--- config.mk ---
export PLATFORM = sky130hd
export DESIGN_NAME = dfi_init_ctrl
export DESIGN_NICKNAME = d
export VERILOG_FILES = /design/src/rtl/dfi_init_ctrl.sv
export SDC_FILE = /design/constraint.sdc
export NUM_CORES = 1
export LEC_CHECK = 0
export BUFFER_PORTS_ARGS = -buffer_cell sky130_fd_sc_hd__buf_4
export CAP_MARGIN = 5
export CORE_AREA = 5 5 48 50
export CTS_CLUSTER_SIZE = 20
export DETAILED_ROUTE_END_ITERATION = 8
export DIE_AREA = 0 0 53 55
export GPL_ROUTABILITY_DRIVEN = 0
export PLACE_DENSITY = 0.86
export SLEW_MARGIN = 10
export SYNTH_ARGS = -nofsm -noshare
export SYNTH_HDL_FRONTEND = slang
export SYNTH_SLANG_ARGS = --single-unit
--- constraint.sdc ---
create_clock -name clk_i -period 3.94 [get_ports clk_i]
set_input_delay 0.985 -clock clk_i [delete_from_list [all_inputs] [get_ports clk_i]]
set_output_delay 0.985 -clock clk_i [all_outputs]
set_load 0.03 [all_outputs]
--- src/rtl/dfi_init_ctrl.sv ---
// dfi_init_ctrl: controller-side DFI init handshake initiator.
// Raises dfi_init_start on request, waits for dfi_init_done to rise and then
// fall (4-phase), with a per-phase timeout, and reports sticky status.
// Ports:
//   clk_i, rst_i          clock, synchronous active-high reset
//   req_i                 start-init request (accepted in IDLE/FAIL only)
//   clr_i                 clear sticky status flags
//   dfi_init_done_i       init done from PHY/GPIO side (asynchronous)
//   dfi_init_start_o      init start to PHY/GPIO side
//   busy_o                handshake in progress
//   init_ok_o             sticky: last handshake completed
//   timeout_o             sticky: last handshake timed out
//   stale_o               sticky: done already high at request
//   done_pulse_o          one-cycle pulse when a handshake ends
module dfi_init_ctrl #(
    parameter int unsigned SyncStages    = 2,
    parameter int unsigned TimeoutCycles = 1024
) (
    input  logic clk_i,
    input  logic rst_i,
    input  logic req_i,
    input  logic clr_i,
    input  logic dfi_init_done_i,
    output logic dfi_init_start_o,
    output logic busy_o,
    output logic init_ok_o,
    output logic timeout_o,
    output logic stale_o,
    output logic done_pulse_o
);

    localparam int unsigned CntWRaw = $clog2(TimeoutCycles + 1);
    localparam int unsigned CntW    = (CntWRaw < 1) ? 1 : CntWRaw;

    typedef enum logic [1:0] {
        ST_IDLE    = 2'd0,
        ST_REQ     = 2'd1,
        ST_RELEASE = 2'd2,
        ST_FAIL    = 2'd3
    } state_t;

    logic done_s;

    // Synchronizer on the incoming done; zero stages uses the input directly.
    generate
        if (SyncStages == 0) begin : g_nosync
            assign done_s = dfi_init_done_i;
        end else begin : g_sync
            logic [SyncStages-1:0] sync_q;
            always_ff @(posedge clk_i) begin
                if (rst_i) begin
                    sync_q <= '0;
                end else begin
                    sync_q[0] <= dfi_init_done_i;
                    for (int i = 1; i < int'(SyncStages); i++) begin
                        sync_q[i] <= sync_q[i-1];
                    end
                end
            end
            assign done_s = sync_q[SyncStages-1];
        end
    endgenerate

    state_t          state_q, state_d;
    logic [CntW-1:0] cnt_q, cnt_d, cnt_inc;
    logic            timeout_hit;
    logic            start_d, busy_d, ok_d, to_d, stale_d, pulse_d;

    // Saturating phase counter and timeout compare (disabled when TimeoutCycles is 0).
    assign cnt_inc     = (cnt_q == {CntW{1'b1}}) ? cnt_q : cnt_q + CntW'(1);
    assign timeout_hit = (TimeoutCycles != 0) && (cnt_q == CntW'(TimeoutCycles - 1));

    // Next-state, counter, flag and output decode.
    always_comb begin
        state_d = state_q;
        cnt_d   = cnt_q;
        ok_d    = init_ok_o;
        to_d    = timeout_o;
        stale_d = stale_o;
        pulse_d = 1'b0;

        // Clear first so any flag set below takes priority.
        if (clr_i) begin
            ok_d    = 1'b0;
            to_d    = 1'b0;
            stale_d = 1'b0;
        end

        case (state_q)
            ST_IDLE, ST_FAIL: begin
                cnt_d = '0;
                if (req_i) begin
                    if (done_s) begin
                        state_d = ST_FAIL;
                        stale_d = 1'b1;
                        pulse_d = 1'b1;
                    end else begin
                        state_d = ST_REQ;
                        ok_d    = 1'b0;
                        to_d    = 1'b0;
                        stale_d = 1'b0;
                    end
                end
            end
            ST_REQ: begin
                if (done_s) begin
                    state_d = ST_RELEASE;
                    cnt_d   = '0;
                end else if (timeout_hit) begin
                    state_d = ST_FAIL;
                    cnt_d   = '0;
                    to_d    = 1'b1;
                    pulse_d = 1'b1;
                end else begin
                    cnt_d = cnt_inc;
                end
            end
            ST_RELEASE: begin
                if (!done_s) begin
                    state_d = ST_IDLE;
                    cnt_d   = '0;
                    ok_d    = 1'b1;
                    pulse_d = 1'b1;
                end else if (timeout_hit) begin
                    state_d = ST_FAIL;
                    cnt_d   = '0;
                    to_d    = 1'b1;
                    pulse_d = 1'b1;
                end else begin
                    cnt_d = cnt_inc;
                end
            end
            default: begin
                state_d = ST_IDLE;
                cnt_d   = '0;
            end
        endcase

        start_d = (state_d == ST_REQ);
        busy_d  = (state_d == ST_REQ) || (state_d == ST_RELEASE);
    end

    // State, counter and registered outputs.
    always_ff @(posedge clk_i) begin
        if (rst_i) begin
            state_q          <= ST_IDLE;
            cnt_q            <= '0;
            dfi_init_start_o <= 1'b0;
            busy_o           <= 1'b0;
            init_ok_o        <= 1'b0;
            timeout_o        <= 1'b0;
            stale_o          <= 1'b0;
            done_pulse_o     <= 1'b0;
        end else begin
            state_q          <= state_d;
            cnt_q            <= cnt_d;
            dfi_init_start_o <= start_d;
            busy_o           <= busy_d;
            init_ok_o        <= ok_d;
            timeout_o        <= to_d;
            stale_o          <= stale_d;
            done_pulse_o     <= pulse_d;
        end
    end

endmodule

# Word level (Yosys, flattened, before mapping)
# Cells that the tools add are included.
# op_classes
n_addsub	1
n_eq_ne	7
n_mux	32
n_reduce_logical	3
# op_table
op	n
$mux 11	4
$pmux 11 s3	1
$mux 1	18
$add 11x1->11 const B	1
$eq 11x10->1 const B	1
$eq 11x11->1 const B	1
$mux 2	5
$eq 2x2->1 const B	3
$pmux 1 s3	2
$pmux 2 s3	1
$eq 2x1->1 const B	2
$logic_not 2->1	1
$pmux 1 s2	1
$reduce_or 2->1	1
$logic_or 1x1->1	1
# word_totals
reg_bits	21
input_bits	5
output_inout_bits	6

# Longest topological paths before layout
# Gate-level depths: netlist of the first run.
# depth
word_depth	6
mapped_depth	8
mapped_depth_nobuf	7

# Least setup slack after synthesis of the first run
# OpenSTA, ideal clock, no wires.
# synth_path
path_kind	input -> register
startpoint	input req_i
endpoint	register busy_o
t_arrival_ns	1.950
required_time_ns	3.874
setup_slack_ns	1.924
cell_stages	5
cell_sequence	mux2_2 a221o_1 o31ai_1 ha_1 nor2_1
# synth_between
elab_chain_cells	4
elab_cells_between_ends	5
# synth_rtl
element	line	source
start, declared	21	input logic req_i,
$mux 2 (*)	92	if (req_i) begin
$pmux 2 s3 (*)	89	case (state_q)
$eq 2x1->1 / $eq 2x2->1 (equally long branches)	140	busy_d = (state_d == ST_REQ) || (state_d == ST_RELEASE);
$logic_or 1x1->1 (*)	140	
end signal, assigned	158	busy_o <= busy_d;
end, declared	25	output logic busy_o,
# Mark *: on every way between the ends. The rest lies on a longest branch, timed or not.
# A chain may end at the register's enable or synchronous reset.

# Worst setup path in the final report of the first run
# layout_path
startpoint	register cnt_q[0]
endpoint	register busy_o
# layout_between
elab_chain_cells	6
elab_cells_between_ends	8
# layout_rtl
element	line	source
start, declared	65	logic [CntW-1:0] cnt_q, cnt_d, cnt_inc;
start signal, assigned	156	cnt_q <= cnt_d;
$eq 11x10->1 (*)	71	assign timeout_hit = (TimeoutCycles != 0) && (cnt_q == CntW'(TimeoutCycles - 1));
$mux 2 (*)	109, 124	
$mux 2 (on tied branches)	119, 106	
$pmux 2 s3 (*)	89	
named net state_d[0]	64	state_t state_q, state_d;
$eq 2x1->1 / $eq 2x2->1 (equally long branches)	140	
$logic_or 1x1->1 (*)	140	
# Mark *: on every way through the listed nets, which the timed path passes. The rest lies on a longest branch.

==> results of run 1 <==
-- metrics by stage --
stage	hold slack [ps]	power (mW)	std cells	setup WS, ps
floorplan	414	0.382	122	1920
global placement	423	0.415	153	1760
detailed placement	441	0.421	153	1730
CTS	463	0.520	157	1730
global route	471	0.552	157	1480
finish	457	0.516	157	1730
-- state kept, by name, summed over array words and instances (netlist names) --
signal	flops
cnt_q	11
g_sync.sync_q	2
stale_o	1
timeout_o	1
dfi_init_start_o	1
state_q	2
busy_o	1
init_ok_o	1
done_pulse_o	1
-- cell type report --
type,instances,area [um2],share of cell area (%)
flip-flops and latches,21,420,36.6
inverters,6,22.5,1.96
multi-input cells,89,572,49.7
repair buffers,10,75.1,6.53
well taps,27,33.8,2.94
clock buffers,4,26.3,2.29
-- power by group --
group | total, mW | internal [mW] | leakage, nW | switching, mW
clock network | 0.0988 | 0.0393 | 0.0150 | 0.0596
registers | 0.239 | 0.230 | 0.170 | 0.00866
logic | 0.178 | 0.0746 | 0.259 | 0.104
total | 0.516 | 0.344 | 0.444 | 0.172
-- metal layers --
| metal | vias up | GRT usage (%) | part of all wire (%) |
|---|---|---|---|
| li1 | 447 | - | - |
| met1 | 405 | 15.1 | 44 |
| met2 | 11 | 31.0 | 53 |
| met3 | 2 | 2.95 | 2.5 |
| met4 | 0 | 5.11 | 0.73 |
| met5 | - | 0 | 0 |
-- worst max-delay path by stage --
stage | start | end | slack, ps
after floorplan | req_i | busy_o | 1920
after global placement | req_i | busy_o | 1760
after detailed placement | req_i | busy_o | 1730
after CTS | cnt_q[0] | busy_o | 1730
after global routing | cnt_q[0] | busy_o | 1480
final | cnt_q[0] | busy_o | 1730
-- logic make-up (layout without fill, tap and decap cells) --
family | after synthesis | count (layout) | synth area share (%)
adder cells (fa/ha/maj) | 4 | 4 | 4.76
flip-flops | 21 | 21 | 40.0
multiplexers | 4 | 4 | 4.04
AO/OA/AOI/OAI | 19 | 19 | 12.5
XOR/XNOR | 1 | 1 | 0.832
buffers and inverters | 12 | 20 | 5.71
AND/OR/NAND/NOR | 61 | 61 | 32.2
-- placed cells by master (no fill, tap or decap), types with 2 or more instances in the layout --
cell and count:
dfxtp_1 21, nor2_1 13, buf_4 10, nand2_1 9
inv_1 6, nand3_1 6, nor2b_1 6, a21oi_1 5
nor3_1 5, ha_1 4, and3_1 3, nand4_1 3
clkbuf_4 3, nand2b_1 2, mux2_2 2, o31ai_1 2
a211oi_1 2, nor3b_1 2, a31oi_1 2, and2_1 2
or3_1 2, mux2i_1 2, o21ai_0 2, and4_1 2
-- worst max-delay path: stages (launching register included) --
cell and delay, ps:
dfxtp_1 380, ha_1 300, inv_1 130, nor4_1 700, o2bb2ai_1 200, nor2_1 130
ha_1 230, nor2_1 90
==> flow_summary.ini, run 1 <==
[synth]
yosys.area.top_type = dfxtp_1
syn_inst = 122
yosysWarnings = 0
netlist-cell-type-count = 38
ys_top_cells_by_count = dfxtp_1 (21), nor2_1 (13), nand2_1 (9)
synth_area_um2 = 1050
netlist.area_leader.share_pct = 40.0
yosys.cell_count.top_type = dfxtp_1
synth-edff-count = 0
ys_seq_area_share_pct = 40.0
ys_ff_latch = 21
avgSynthCellArea_um2 = 8.63
synth_flop_cell = dfxtp_1
synth-async-reset-ratio_pct = 0
synthTopCellsByArea = dfxtp_1 (40%), ha_1 (4.8%), nor2_1 (4.6%)
syn_nets = 131

[placed_design]
dp_hpwl_mm = 1.50
io_buffers = 10
placed_area_um2 = 1120

[floorplanning]
fp.coreArea_um2 = 1860
num_io_pins = 11
chipWidth_um = 53
start_util_pct = 56.5
rows = 16
die_area_um2 = 2920
die_height_um = 55

[cells_and_area]
fin_nets = 140
fill_cells = 175
drive_gt1_share_pct = 16.2
syn2layout_area_growth_pct = 9.27
fin_util_pct = 61.8
fin_area_um2 = 1150
antennaDiodeCount = 0

[critical_path]
crit_path_max_fanout = 8
r2r_cells = 7
reg2reg_to = busy_o
worstSetupPathType = flip-flop to flip-flop
worst_ep_required_time_ps = 4180
arrival_ps = 2450
start_kind = flip-flop
critPathCaptureType = flip-flop
rrSetupSlack_ps = 1730
worstReg2RegStart = cnt_q[0]

[global_route]
grt_max_degree = 13
grt_pass1_wl_mm = 3.33
grt_util_all_layers_pct = 15.2
first_global_vias = 833
grt-ovfl-total = 0
antenna_found_initial = 0

[detailed_routing]
drt_first_pass_iters = 4
viasPerCell = 5.51
drc = 0
wl_mm = 1.91
vias = 865
ant_nets = 0
drtIter0Drc = 11
wl_per_cell_um = 12.2

[power]
peakVddDrop_mv = 0.272
p_leak_nw = 0.444
cellPowerDensity_nw_per_um2 = 449

[hold_path]
hold_path_depth = 1
hold_path_end = g_sync.sync_q[1]
hold_class = flip-flop to flip-flop
hp-start = g_sync.sync_q[0]

[clocking]
clockRootBuffer = clkbuf_4
ctsHoldBuffers = 0
clk_pin_slew_ps = 110
post_cts_resized = 0
cts_sinks = 21
clockBufferDepth = 2
h-tree-depth = 1
cts_setup_buffers = 0
cts_tree = built
clk_latency_ps = 290
cts_buffers = 3

[run_status]
outcome = complete, no violations

[timing]
max_freq_ghz = 0.453
fin_crit_sh_pct = 56.0
setup_viol = 0
fin_skew_ps = 6.26
worst_slew_pin_slew_ps = 762
finalCriticalPeriod_ps = 2210
relSlewSlack_pct = 48.8
hold_viol = 0
slew_viol_final = 0
fin_tns_setup_ps = 0
rsz0062_at_grt = false

[flow_run]
cap_viol_max_count = 0
Note: power is estimated with default switching activity, not from simulation.
==> run 2, diff against run 1 <==
--- a/config.mk
+++ b/config.mk
@@ -7,12 +7,12 @@
 export LEC_CHECK = 0
 export BUFFER_PORTS_ARGS = -buffer_cell sky130_fd_sc_hd__buf_4
 export CAP_MARGIN = 5
-export CORE_AREA = 5 5 48 50
+export CORE_AREA = 5 5 52 54
 export CTS_CLUSTER_SIZE = 20
 export DETAILED_ROUTE_END_ITERATION = 8
-export DIE_AREA = 0 0 53 55
+export DIE_AREA = 0 0 57 59
 export GPL_ROUTABILITY_DRIVEN = 0
-export PLACE_DENSITY = 0.86
+export PLACE_DENSITY = 0.78
 export SLEW_MARGIN = 10
 export SYNTH_ARGS = -nofsm -noshare
 export SYNTH_HDL_FRONTEND = slang
==> constraint.sdc (replaced) <==
create_clock -name clk_i -period 2 [get_ports clk_i]
set_input_delay 0.5 -clock clk_i [delete_from_list [all_inputs] [get_ports clk_i]]
set_output_delay 0.5 -clock clk_i [all_outputs]
set_load 0.03 [all_outputs]
==> run 2 against run 1 <==
- global-route usage fell by 2.4 points
- highest routed layer unchanged
- sequential power rose by 98%
- critical endpoint unchanged
- critical path type unchanged
- critical path depth stayed put
- clock skew decreased by 3.7 ps
==> flow_summary.ini, run 2 (synthesis gave the netlist of run 1 again) <==
[global_route]
grt_util_all_layers_pct = 12.8
grt_max_degree = 13
grt-ovfl-total = 0
first_global_vias = 905
grt_pass1_wl_mm = 3.52
antenna_found_initial = 0

[critical_path]
critPathCaptureType = flip-flop
cp_common_cell = ha_1
worst_ep_required_time_ps = 2240
arrival_ps = 2140
cp_cell_sequence = inv_1, ha_1, mux2_2, a221o_1, o31ai_1, ha_1, nor2_1
crit_path_max_fanout = 4
max_stage_delay_ps = 360
worstSetupPathType = flip-flop to flip-flop
start_kind = flip-flop
rrSetupSlack_ps = 100
cpMaxStageDelayCell = dfxtp_2

[floorplanning]
die_area_um2 = 3360
start_util_pct = 48.5
chipWidth_um = 57
rows = 17
fp.coreArea_um2 = 2170
num_io_pins = 11
die_height_um = 59

[run_status]
outcome = complete, no violations

[detailed_routing]
wl_per_cell_um = 12.3
drc = 0
ant_nets = 0
vias = 894
viasPerCell = 5.52
wl_mm = 2.00
drt_first_pass_iters = 4
drtIter0Drc = 14

[power]
switching_share_pct = 33.5
p_sw_mw = 0.351
cellPowerDensity_nw_per_um2 = 883
cell_internal_pwr_mw = 0.695
clockPowerShare_pct = 18.9
finalPower_mw = 1.05
p_leak_nw = 0.468
p_comb_share_pct = 35.8
power_frac_seq_pct = 45.3
peakVddDrop_mv = 0.693

[cells_and_area]
syn2layout_area_growth_pct = 12.5
reg.largest.list = cnt_q (11), g_sync.sync_q (2), state_q (2)
antennaDiodeCount = 0
final_cell_mix = dfxtp_1 (20), buf_4 (14), nor2_1 (13)
largest_reg_flops = 11
drive_gt1_share_pct = 20.1
fill_cells = 214
layout_commonest_cell = dfxtp_1
fin_nets = 144
regMostFlops = cnt_q

[clocking]
cts_setup_buffers = 0
clockBufferDepth = 2
cts_sinks = 21
cts_tree = built
clk_pin_slew_ps = 110
clk_latency_ps = 290
clockRootBuffer = clkbuf_4
h-tree-depth = 1
cts_buffers = 3

[hold_path]
hold_class = input port to flip-flop

[timing]
whs_ps = 409
slew_viol_final = 0
worst_slew_pin_slew_ps = 383
fin_ws_ps = 98.8
fin_tns_setup_ps = 0
fin_crit_sh_pct = 95.1
hold_viol = 0
max_freq_ghz = 0.526
relSlewSlack_pct = 74.5
finalCriticalPeriod_ps = 1900
rsz0062_at_grt = false
fin_skew_ps = 2.61
setup_viol = 0

[placed_design]
io_buffers = 10
pre_cts_ws_ps = 92.7
dp_hpwl_mm = 1.52

[flow_run]
cap_viol_max_count = 0
-- run 2: cell count changes in the layout (fill, tap and decap cells not counted), sizes merged --
cell    change
clkbuf      -1
clkinv      +1
buf         +4
-- run 2: worst paths after layout --
kind                    startpoint               end  depth (start not counted)
setup / recovery        state_q[0]            busy_o                          7
hold reg to reg   g_sync.sync_q[0]  g_sync.sync_q[1]                          1
setup reg to reg        state_q[0]            busy_o                          7
hold / removal     dfi_init_done_i  g_sync.sync_q[0]                          2
-- run 2: routing by layer --
metal  part of all wire [%]  vias to the layer above  GRT usage [%]
li1                       -                      456              -
met1                     44                      424           13.5
met2                     52                       12           23.5
met3                    3.1                        2           3.05
met4                   0.50                        0           6.62
met5                      0                        -              0
-- run 2: layout make-up --
cell class / instances / area [um2] / area share, %
clock buffer: 3 / 22.5 / 1.90
clock inverter: 1 / 5.00 / 0.423
inverter: 6 / 22.5 / 1.90
multi-input combinational: 89 / 572 / 48.3
sequential: 21 / 422 / 35.6
tap: 28 / 35.0 / 2.96
timing repair buffer: 14 / 105 / 8.88
-- run 2: metrics by stage --
step | std cells | area (um2) | utilization (%)
final | 162 | 1180 | 54.6
after detailed placement | 158 | 1150 | 53.2
after global routing | 162 | 1180 | 54.6
after CTS | 162 | 1180 | 54.5
after floorplan | 122 | 1050 | -
after global placement | 158 | 1150 | 53.2
-- run 2: what timing repair did --
action	4_1_cts	5_1_grt
endpoints found under the setup margin	0	1
resized for setup	0	1
hold endpoints to repair	0	0
hold buffers	0	0
-- run 2: power groups by stage --
stage	clock, mW	combinational (mW)	sequential [mW]
after floorplan	0	0.237	0.515
after global placement	0	0.361	0.479
after detailed placement	0	0.371	0.482
after CTS	0.206	0.373	0.472
after global routing	0.219	0.427	0.479
final	0.197	0.375	0.474
-- run 2: critical path, delay by kind of cell, from the launching register on --
family	cells	cell delay, ps
buffers and inverters	1	50
multiplexers	1	350
AND/OR/NAND/NOR	1	90
AO/OA/AOI/OAI	2	380
adder cells (fa/ha/maj)	2	620
flip-flops	1	360
==> run 3, diff against run 2 <==
--- a/config.mk
+++ b/config.mk
@@ -12,7 +12,7 @@
 export DETAILED_ROUTE_END_ITERATION = 8
 export DIE_AREA = 0 0 57 59
 export GPL_ROUTABILITY_DRIVEN = 0
-export PLACE_DENSITY = 0.78
+export PLACE_DENSITY = 0.71
 export SLEW_MARGIN = 10
 export SYNTH_ARGS = -nofsm -noshare
 export SYNTH_HDL_FRONTEND = slang
==> run 3 against run 2 <==
- non-clock buffer count stayed put
- sequential share of layout area decreased by 0.34 points
- power increased by 2.9%
- worst setup slack improved by 15 ps
- clock power up 4%
- critical path depth stayed put
- largest power group unchanged
==> flow_summary.ini, run 3 (synthesis gave the netlist of run 1 again) <==
[detailed_routing]
drtIter0Drc = 8
drc = 0
drt_first_pass_iters = 4
viasPerCell = 5.55
ant_nets = 0
wl_per_cell_um = 12.9
wl_mm = 2.09
vias = 899

[clocking]
clk_latency_ps = 310
cts_buffers = 3
clockBufferDepth = 2
cts_tree = built
clockRootBuffer = clkbuf_4
h-tree-depth = 1
cts_sinks = 21
clk_pin_slew_ps = 100

[timing]
slew_viol_final = 0
whs_ps = 424
hold_viol = 0
finalCriticalPeriod_ps = 1890
relSlewSlack_pct = 73.5
rsz0062_at_grt = false
fin_tns_setup_ps = 0
fin_ws_ps = 114
fin_skew_ps = 13.4
fin_crit_sh_pct = 94.3
max_freq_ghz = 0.530
setup_viol = 0
worst_slew_pin_slew_ps = 397

[cells_and_area]
syn2layout_area_growth_pct = 13.6
fill_cells = 213
fin_util_pct = 55.1
final_cell_mix = dfxtp_1 (20), buf_4 (14), nor2_1 (13)
fin_nets = 144
drive_gt1_share_pct = 20.1
layout_commonest_cell = dfxtp_1
largest_reg_flops = 11
antennaDiodeCount = 0
regMostFlops = cnt_q
reg.largest.list = cnt_q (11), g_sync.sync_q (2), state_q (2)

[critical_path]
cp_cell_sequence = inv_1, ha_4, mux2_2, a221o_1, o31ai_1, ha_1, nor2_1
worst_ep_required_time_ps = 2250
crit_path_max_fanout = 5
max_stage_delay_ps = 360
start_kind = flip-flop
arrival_ps = 2130
cpMaxStageDelayCell = dfxtp_2
worstSetupPathType = flip-flop to flip-flop
critPathCaptureType = flip-flop

[floorplanning]
chipWidth_um = 57
die_height_um = 59
num_io_pins = 11
rows = 17
die_area_um2 = 3360
fp.coreArea_um2 = 2170
start_util_pct = 48.5

[power]
p_sw_mw = 0.361
cell_internal_pwr_mw = 0.715
power_frac_seq_pct = 44.3
cellPowerDensity_nw_per_um2 = 900
p_comb_share_pct = 36.7
clockPowerShare_pct = 19.0
p_leak_nw = 0.465
switching_share_pct = 33.6
peakVddDrop_mv = 0.759

[global_route]
grt_util_all_layers_pct = 13.3
grt-ovfl-total = 0
antenna_found_initial = 0
grt_pass1_wl_mm = 3.53
grt_max_degree = 12
first_global_vias = 859

[placed_design]
io_buffers = 10
dp_hpwl_mm = 1.48
pre_cts_ws_ps = 73.8

[run_status]
outcome = complete, no violations

[hold_path]
hold_class = input port to flip-flop

[flow_run]
cap_viol_max_count = 0
run 3: changes by cell type in the layout (fill, tap and decap cells not counted), sizes merged:
cell    delta
clkinv     -1
clkbuf     +1
run 3: what timing repair did:
item / 4_1_cts / 5_1_grt
hold buffers: 0 / 0
gates resized for setup: 0 / 2
setup endpoints to repair: 0 / 2
endpoints found under the hold margin: 0 / 0
buffers inserted: 0 / 0
run 3: final cells by class:
type | instances | area, um2 | area share (%)
Sequential cell | 21 | 422 | 35.3
Multi-Input combinational cell | 89 | 584 | 48.9
Inverter | 6 | 22.5 | 1.88
Timing Repair Buffer | 14 | 105 | 8.80
Tap cell | 28 | 35.0 | 2.93
Clock buffer | 4 | 26.3 | 2.20
run 3: critical path: cells and delay by family, from the launching register on:
family / cells / cell delay [ps]
muxes: 1 / 330
and+or+nand+nor: 1 / 90
buffers and inverters: 1 / 80
AOI/OAI and AO/OA: 2 / 400
adders and majority gates: 2 / 580
DFF: 1 / 360
run 3: metrics by stage:
| step | area, um2 | std cells | total power [mW] |
|---|---|---|---|
| final | 1190 | 162 | 1.08 |
| after global routing | 1190 | 162 | 1.16 |
| after CTS | 1180 | 162 | 1.06 |
| after detailed placement | 1150 | 158 | 0.852 |
| after global placement | 1150 | 158 | 0.842 |
| after floorplan | 1050 | 122 | 0.752 |
run 3: worst paths after layout:
| check | from | to | cells after the start | slack [ps] |
|---|---|---|---|---|
| setup / recovery | state_q[0] | busy_o | 7 | 110 |
| hold reg to reg | g_sync.sync_q[0] | g_sync.sync_q[1] | 1 | 460 |
| setup reg to reg | state_q[0] | busy_o | 7 | 110 |
| hold / removal | dfi_init_done_i | g_sync.sync_q[0] | 2 | 420 |
run 3: routing by layer:
metal,global-route usage (%),vias to the layer above,wire [um]
li1,-,460,-
met1,14.6,423,942
met2,23.2,11,1050
met3,3.92,5,58
met4,7.28,0,34
met5,0,-,0
run 3: power by group through the flow:
stage          clock network, mW  registers [mW]  logic [mW]
2_1_floorplan                  0           0.515       0.237
4_1_cts                    0.218           0.472       0.372
5_1_grt                    0.236           0.481       0.444
3_3_place_gp                   0           0.479       0.363
6_report                   0.204           0.477       0.395
3_5_place_dp                   0           0.482       0.370
